File: src/rtl/uart_fsm_rx.sv
// 8N1 UART receiver: 2-flop synchronised RxD, mid-bit sampling, byte strobe and bad-stop strobe.
// Latency 2+HALF+9*DIVIDER+1 clocks from rx_i fall to valid_o; no backpressure, pulses last one cycle.
module uart_fsm_rx #(
    parameter logic [31:0] FREQUENCY = 32'd50_000_000,
    parameter logic [31:0] SPEED     = 32'd1_500_000
) (
    input  logic       clk_i,
    input  logic       reset_n,
    input  logic       rx_i,
    output logic [7:0] data_o,
    output logic       valid_o,
    output logic       frame_err_o,
    output logic       busy_o
);
    localparam logic [31:0] DIVIDER = FREQUENCY / SPEED;
    localparam logic [31:0] HALF    = DIVIDER / 2;
    localparam int          TW      = $clog2(DIVIDER);

    localparam logic [TW-1:0] TICK_LAST = TW'(DIVIDER - 32'd1);
    localparam logic [TW-1:0] TICK_HALF = TW'(HALF - 32'd1);

    localparam logic [1:0] S_IDLE  = 2'd0;
    localparam logic [1:0] S_START = 2'd1;
    localparam logic [1:0] S_DATA  = 2'd2;
    localparam logic [1:0] S_STOP  = 2'd3;

    logic          r_rx_meta;
    logic          r_rx_s;
    logic [1:0]    r_state;
    logic [TW-1:0] r_tick;
    logic [2:0]    r_bit;
    logic [7:0]    r_shift;
    logic [7:0]    r_data;
    logic          r_valid;
    logic          r_ferr;
    logic          r_busy;

    always_ff @(posedge clk_i) begin
        if (!reset_n) begin
            r_rx_meta <= 1'b1;
            r_rx_s    <= 1'b1;
            r_state   <= S_IDLE;
            r_tick    <= '0;
            r_bit     <= '0;
            r_shift   <= '0;
            r_data    <= '0;
            r_valid   <= 1'b0;
            r_ferr    <= 1'b0;
            r_busy    <= 1'b0;
        end else begin
            r_rx_meta <= rx_i;
            r_rx_s    <= r_rx_meta;
            r_valid   <= 1'b0;
            r_ferr    <= 1'b0;
            // Lags the state by one cycle so busy_o covers the strobe cycle.
            r_busy    <= (r_state != S_IDLE);

            case (r_state)
                S_IDLE: begin
                    if (!r_rx_s) begin
                        r_state <= S_START;
                        r_tick  <= '0;
                    end
                end
                S_START: begin
                    if (r_tick == TICK_HALF) begin
                        r_tick  <= '0;
                        r_bit   <= '0;
                        r_state <= r_rx_s ? S_IDLE : S_DATA;
                    end else begin
                        r_tick <= r_tick + TW'(1);
                    end
                end
                S_DATA: begin
                    if (r_tick == TICK_LAST) begin
                        r_tick         <= '0;
                        r_shift[r_bit] <= r_rx_s;
                        r_bit          <= r_bit + 3'd1;
                        if (r_bit == 3'd7) begin
                            r_state <= S_STOP;
                        end
                    end else begin
                        r_tick <= r_tick + TW'(1);
                    end
                end
                S_STOP: begin
                    // Leaving at mid-stop-bit leaves half a bit to catch a back-to-back start edge.
                    if (r_tick == TICK_LAST) begin
                        r_tick  <= '0;
                        r_state <= S_IDLE;
                        if (r_rx_s) begin
                            r_data  <= r_shift;
                            r_valid <= 1'b1;
                        end else begin
                            r_ferr <= 1'b1;
                        end
                    end else begin
                        r_tick <= r_tick + TW'(1);
                    end
                end
                default: begin
                    r_state <= S_IDLE;
                end
            endcase
        end
    end

    assign data_o      = r_data;
    assign valid_o     = r_valid;
    assign frame_err_o = r_ferr;
    assign busy_o      = r_busy;
endmodule

File: config.mk
export PLATFORM = sky130hd
export DESIGN_NAME = uart_fsm_rx
export DESIGN_NICKNAME = d
export VERILOG_FILES = /design/src/rtl/uart_fsm_rx.sv
export SDC_FILE = /design/constraint.sdc
export NUM_CORES = 1
export LEC_CHECK = 0
export ABC_AREA = 0
export CAP_MARGIN = 20
export CELL_PAD_IN_SITES_DETAIL_PLACEMENT = 1
export CELL_PAD_IN_SITES_GLOBAL_PLACEMENT = 2
export CORE_AREA = 3 3 70 72
export DETAILED_ROUTE_END_ITERATION = 8
export DIE_AREA = 0 0 73 75
export GPL_ROUTABILITY_DRIVEN = 0
export PLACE_DENSITY_LB_ADDON = 0.15
export SYNTH_ARGS = -nofsm -noshare
export SYNTH_HDL_FRONTEND = slang
export SYNTH_SLANG_ARGS = --single-unit
File: constraint.sdc
create_clock -name clk_i -period 1.7 [get_ports clk_i]
set_input_delay 0.34 -clock clk_i [delete_from_list [all_inputs] [get_ports clk_i]]
set_output_delay 0.34 -clock clk_i [all_outputs]
set_load 0.01 [all_outputs]
## After elaboration in Yosys (flattened, before gate mapping)

Cells that the tools add are included.

- Word-level logic and storage cells: 54
- Register bits: 32
- Output and inout port bits: 11

- Mux-type cells: 19
- $add $sub $neg: 2
- Equality and inequality tests: 11
- $lt $le $gt $ge: 2
- Reduce and logical (&&, ||, !) cells: 10

Operator list:

| operator | count |
|---|---|
| 6-bit two-way mux | 3 |
| 6-bit one-hot mux with 3 select lines | 1 |
| 2-bit two-way mux | 6 |
| 2-bit inequality test, second input constant | 5 |
| 3-bit AND reduction | 3 |
| 8-bit bitwise mux | 1 |
| 2-bit one-hot mux with 4 select lines | 1 |
| 6-bit by 1-bit adder with 6-bit output, second input constant | 1 |
| 6-bit by 4-bit equality test with 1-bit output, second input constant | 1 |
| 6-bit equality test, second input constant | 1 |
| 3-bit two-way mux | 2 |
| 3-bit one-hot mux with 2 select lines | 1 |
| 5-bit AND reduction | 1 |
| 2-bit equality test, second input constant | 2 |
| 3-bit by 4-bit less-than comparator with 1-bit output, second input constant | 1 |
| 2-bit nonzero test | 2 |
| 3-bit by 1-bit adder with 3-bit output, second input constant | 1 |
| 1-bit demux with 3-bit select | 1 |
| 3-bit equality test, second input constant | 1 |
| 3-bit by 1-bit greater-or-equal comparator with 1-bit output, second input constant | 1 |
| 1-bit two-way mux | 3 |
| 2-bit by 1-bit equality test with 1-bit output, second input constant | 1 |
| 2-bit logical NOT | 1 |
| 2-bit AND reduction | 1 |
| 2 further kinds | 2 |

## Longest topological paths before layout

- Word-level depth: 5
- Mapped depth: 6
- Depth with buffers taken out: 6

## Least setup slack after synthesis

No wires, ideal clock.

- Path kind: reg-to-reg
- From: register r_tick[0]
- To: register r_shift[3]
- Arrival: 1.425 ns
- Buffers on the path: 0
- Data required time: 1.627 ns
- Period minus slack after synthesis: 1.497 ns
- Slack: 0.203 ns
- Stages on the path, launching flop included: 7
- Library setup time: 0.073 ns
- Cell sequence: dfxtp_1 > inv_1 > ha_1 > nor4b_4 > nand4_1 > nor3b_1 > mux2i_1

- Cells in the longest elaborated chain, start to end: 2

Ends and longest elaborated chain:

| item | RTL line | RTL |
|---|---|---|
| from (decl) | 30 | `logic [TW-1:0] r_tick;` |
| from (signal assigned) | 71 | `r_tick <= r_tick + TW'(1);` |
| from (signal assigned) | 83 | `r_tick <= r_tick + TW'(1);` |
| from (signal assigned) | 98 | `r_tick <= r_tick + TW'(1);` |
| 6-bit equality test | 75 | `if (r_tick == TICK_LAST) begin` |
| 2-bit AND reduction (no line) | n/a |  |
| to (signal, indexed assignment) | 77 | `r_shift[r_bit] <= r_rx_s;` |
| to (decl) | 32 | `logic [7:0] r_shift;` |

Every way passes these cells.
A chain may end at the register's enable or synchronous reset.

## Worst setup path in the final report

- From: register r_tick[1]
- To: register r_shift[5]

The elaborated chain is that of the path after synthesis.

==> impl_metrics.toml <==
[status]
status = "finished, final reports clean"

[floorplan]
dieHeight_um = 75
die_x_um = 73
initial_core_util = 0.3305
io_pins = 14
coreArea_um2 = 4354
dieArea_um2 = 5475
rows = 24

[logic_synthesis]
yosysTopAreaCell = "dfxtp_1"
synth_top_area_share = 0.4452
synth_async_sr_flop_share = 0
syn_avg_cell_area_um2 = 9.283
syn-cell-area_um2 = 1439
synth_ff_type = "dfxtp_1"
synth_area_leaders = "dfxtp_1 45%, mux2i_1 11%, nand2_1 6.5%"
synth_edf_count = 0
yosysWarnings = 0
post-synth-top-count-cell = "dfxtp_1"
syn_inst = 155
netlist_top_cells_count = "32 x dfxtp_1, 25 x nand2_1, 16 x mux2i_1, 10 x nor2_1, 8 x a21oi_1"
synth-seq-area-share = 0.4452
ys_ff_latch = 32
syn_nets = 162
yosysUniqueCellTypes = 35

[cts]
htree_num_levels = 2
cts_buffers = 5
cts_tree = "yes"
insertion_delay_ns = 0.28
clk_path_buf_depth = 2
clk_transition_reported_paths_ns = 0.07
cts_num_sinks = 32
holdBufCountCts = 0
clock-root-buffer = "clkbuf_8"

[detailed_routing]
detail_route.wl_per_cell_um = 14.38
viasPerCell = 5.004
wl_um = 3394
num_vias = 1181
drcViolationCount = 0
first_pass_iters = 4
drt_iter0_drc = 46
ant_nets = 0

[placement]
place_area_um2 = 1675
hpwl_um = 2515
numPortBuffers = 13
dp_cells = 225
place_ws_ns = -0.09969

[sta]
hold_viol = 0
post-route-min-period_ns = 1.607
drv_slew = 0
setup_ws_ns = 0.09332
rsz0062_at_grt = "true"
post-route-period-util = 0.9451
setup_tns_ns = 0
tightest_slew_ns = 0.4301
max_freq_mhz = 622.4
finClkSkew_ns = 0.003803
maxSlewHeadroom = 0.7130
setup_viol = 0

[min_path]
hold_depth = 1
whs_endpoint = "r_rx_s$_SDFF_PN1_"
min-delay-start = "r_rx_meta$_SDFF_PN1_"
hp-class = "flip-flop to flip-flop"

[global_routing]
grt-ovfl-total = 0
grt_pass1_vias = 1194
grt_pass1_wl_um = 5637
grt_max_degree = 15
track_usage = 0.1339
antenna_found_initial = 0

[critical_path]
critPathLaunchType = "flip-flop"
required_ns = 1.90
crit_path_max_fanout = 4
crit-reg2reg-launch = "r_tick[1]$_SDFFE_PN0P_"
end_kind = "flip-flop"
ff2ff_setup_slack_ns = 0.09
arrival_ns = 1.81
reg2reg_depth = 6
path_class = "flip-flop to flip-flop"
r2r-end = "r_shift[5]$_SDFFE_PN0P_"

[layout]
final_cells = 236
drive_gt1_frac = 0.2283
area_growth_pct = 29.65
post-route-cell-area_um2 = 1866
antenna_cells = 0
fin_nets = 190

[power]
p_seq_frac = 0.489
switching_share = 0.2118
switchingPower_mw = 0.3292
p_int_mw = 1.225
p_leak_nw = 0.7442
ir_worst_vdd_uv = 588.8
combPwrFrac = 0.051
p_per_area_nw_per_um2 = 833.0
clkPwrFrac = 0.460

[run]
cap_violations = 0
area by class of cell:
cell class / instances / area, µm²
fill: 493 / 2489
sequential: 32 / 643.1
tap: 52 / 65.06
inverter: 4 / 15.01
multi-input combinational: 113 / 799.5
clock buffer: 6 / 72.57
clock inverter: 2 / 35.03
timing repair buffer: 27 / 235.2
state kept, by name, indices dropped and copies added (netlist names), named ones only:
register / flops
r_tick: 6
busy_o: 1
r_shift: 8
frame_err_o: 1
r_bit: 3
r_rx_s: 1
r_rx_meta: 1
valid_o: 1
r_state: 1
data_o: 8
logic make-up (layout without fill, tap and decap cells):
family                     Yosys count  count (layout)  synth area share
DFF                                 32              32            0.4452
buffers and inverters               10              39           0.03912
muxes                               17              17            0.1191
AOI/OAI and AO/OA                   20              20           0.08347
xor gates and xnor gates             1               1          0.006088
adders and majority gates            4               4           0.03478
and+or+nand+nor                     71              71            0.2722
worst max path at each step:
stage	start	endpoint	slack, ns	depth (start not counted)
2_1_floorplan	r_tick[0]$_SDFFE_PN0P_	r_shift[3]$_SDFFE_PN0P_	0.20	6
3_3_place_gp	r_tick[1]$_SDFFE_PN0P_	r_shift[3]$_SDFFE_PN0P_	0.005	6
3_5_place_dp	r_tick[1]$_SDFFE_PN0P_	r_tick[1]$_SDFFE_PN0P_	-0.1	6
4_1_cts	r_tick[1]$_SDFFE_PN0P_	data_o[2]$_SDFFE_PN0P_	0.03	7
5_1_grt	r_tick[1]$_SDFFE_PN0P_	r_shift[5]$_SDFFE_PN0P_	-0.02	6
6_report	r_tick[1]$_SDFFE_PN0P_	r_shift[5]$_SDFFE_PN0P_	0.09	6
layout by cell type, fill, tap and decap left out, types with 2 or more instances in the layout:
cell type	synthesis	layout
inv_1	4	2
o21a_1	2	2
dfxtp_2	0	2
clkdlybuf4s50_1	0	13
a21oi_1	8	7
inv_2	0	2
nand3_1	7	7
dfxtp_1	32	30
clkbuf_8	1	5
nor2_1	10	9
nand4b_1	2	2
ha_1	4	3
o22ai_1	3	3
mux2i_1	16	16
nor3b_2	0	2
and3b_1	2	2
buf_4	0	14
nand2_1	25	25
o21ai_0	2	2
nand2b_1	3	3
nor2b_1	3	3
nor3_1	7	6
metrics by stage:
stage          utilization  total power [mW]  hold WS, ns
2_1_floorplan            -            0.8183       0.3863
3_3_place_gp        0.3848            0.8458       0.4021
3_5_place_dp        0.3848            0.8487       0.4220
4_1_cts             0.4161             1.572       0.4459
5_1_grt             0.4284             1.615       0.4730
6_report            0.4284             1.554       0.4362
power groups by stage:
| stage | sequential (mW) | clock (mW) | combinational (mW) |
|---|---|---|---|
| 4_1_cts | 0.758 | 0.738 | 0.0763 |
| 2_1_floorplan | 0.777 | 0 | 0.0411 |
| 5_1_grt | 0.759 | 0.767 | 0.0885 |
| 6_report | 0.759 | 0.715 | 0.0798 |
| 3_5_place_dp | 0.776 | 0 | 0.0731 |
| 3_3_place_gp | 0.775 | 0 | 0.0707 |
what timing repair did:
action                     4_1_cts  5_1_grt
setup endpoints to repair        8       17
gates resized for setup          4       13
pin swaps                        1        6
setup buffers                    2        1
critical path, cell delays in order, from the launching register on:
cell     delay [ns]
dfxtp_2        0.33
inv_2          0.07
ha_4           0.12
nor4b_4        0.24
nand4_1        0.26
nor3b_2        0.28
mux2i_1        0.23
metal layers:
| layer | track usage | up-vias | part of all wire |
|---|---|---|---|
| met3 | 0.04005 | 5 | 0.038 |
| met2 | 0.2155 | 18 | 0.47 |
| li1 | - | 597 | - |
| met4 | 0.04098 | 0 | 0.013 |
| met5 | 0 | - | 0 |
| met1 | 0.1729 | 561 | 0.48 |
Power figures use the tool's default switching activity.
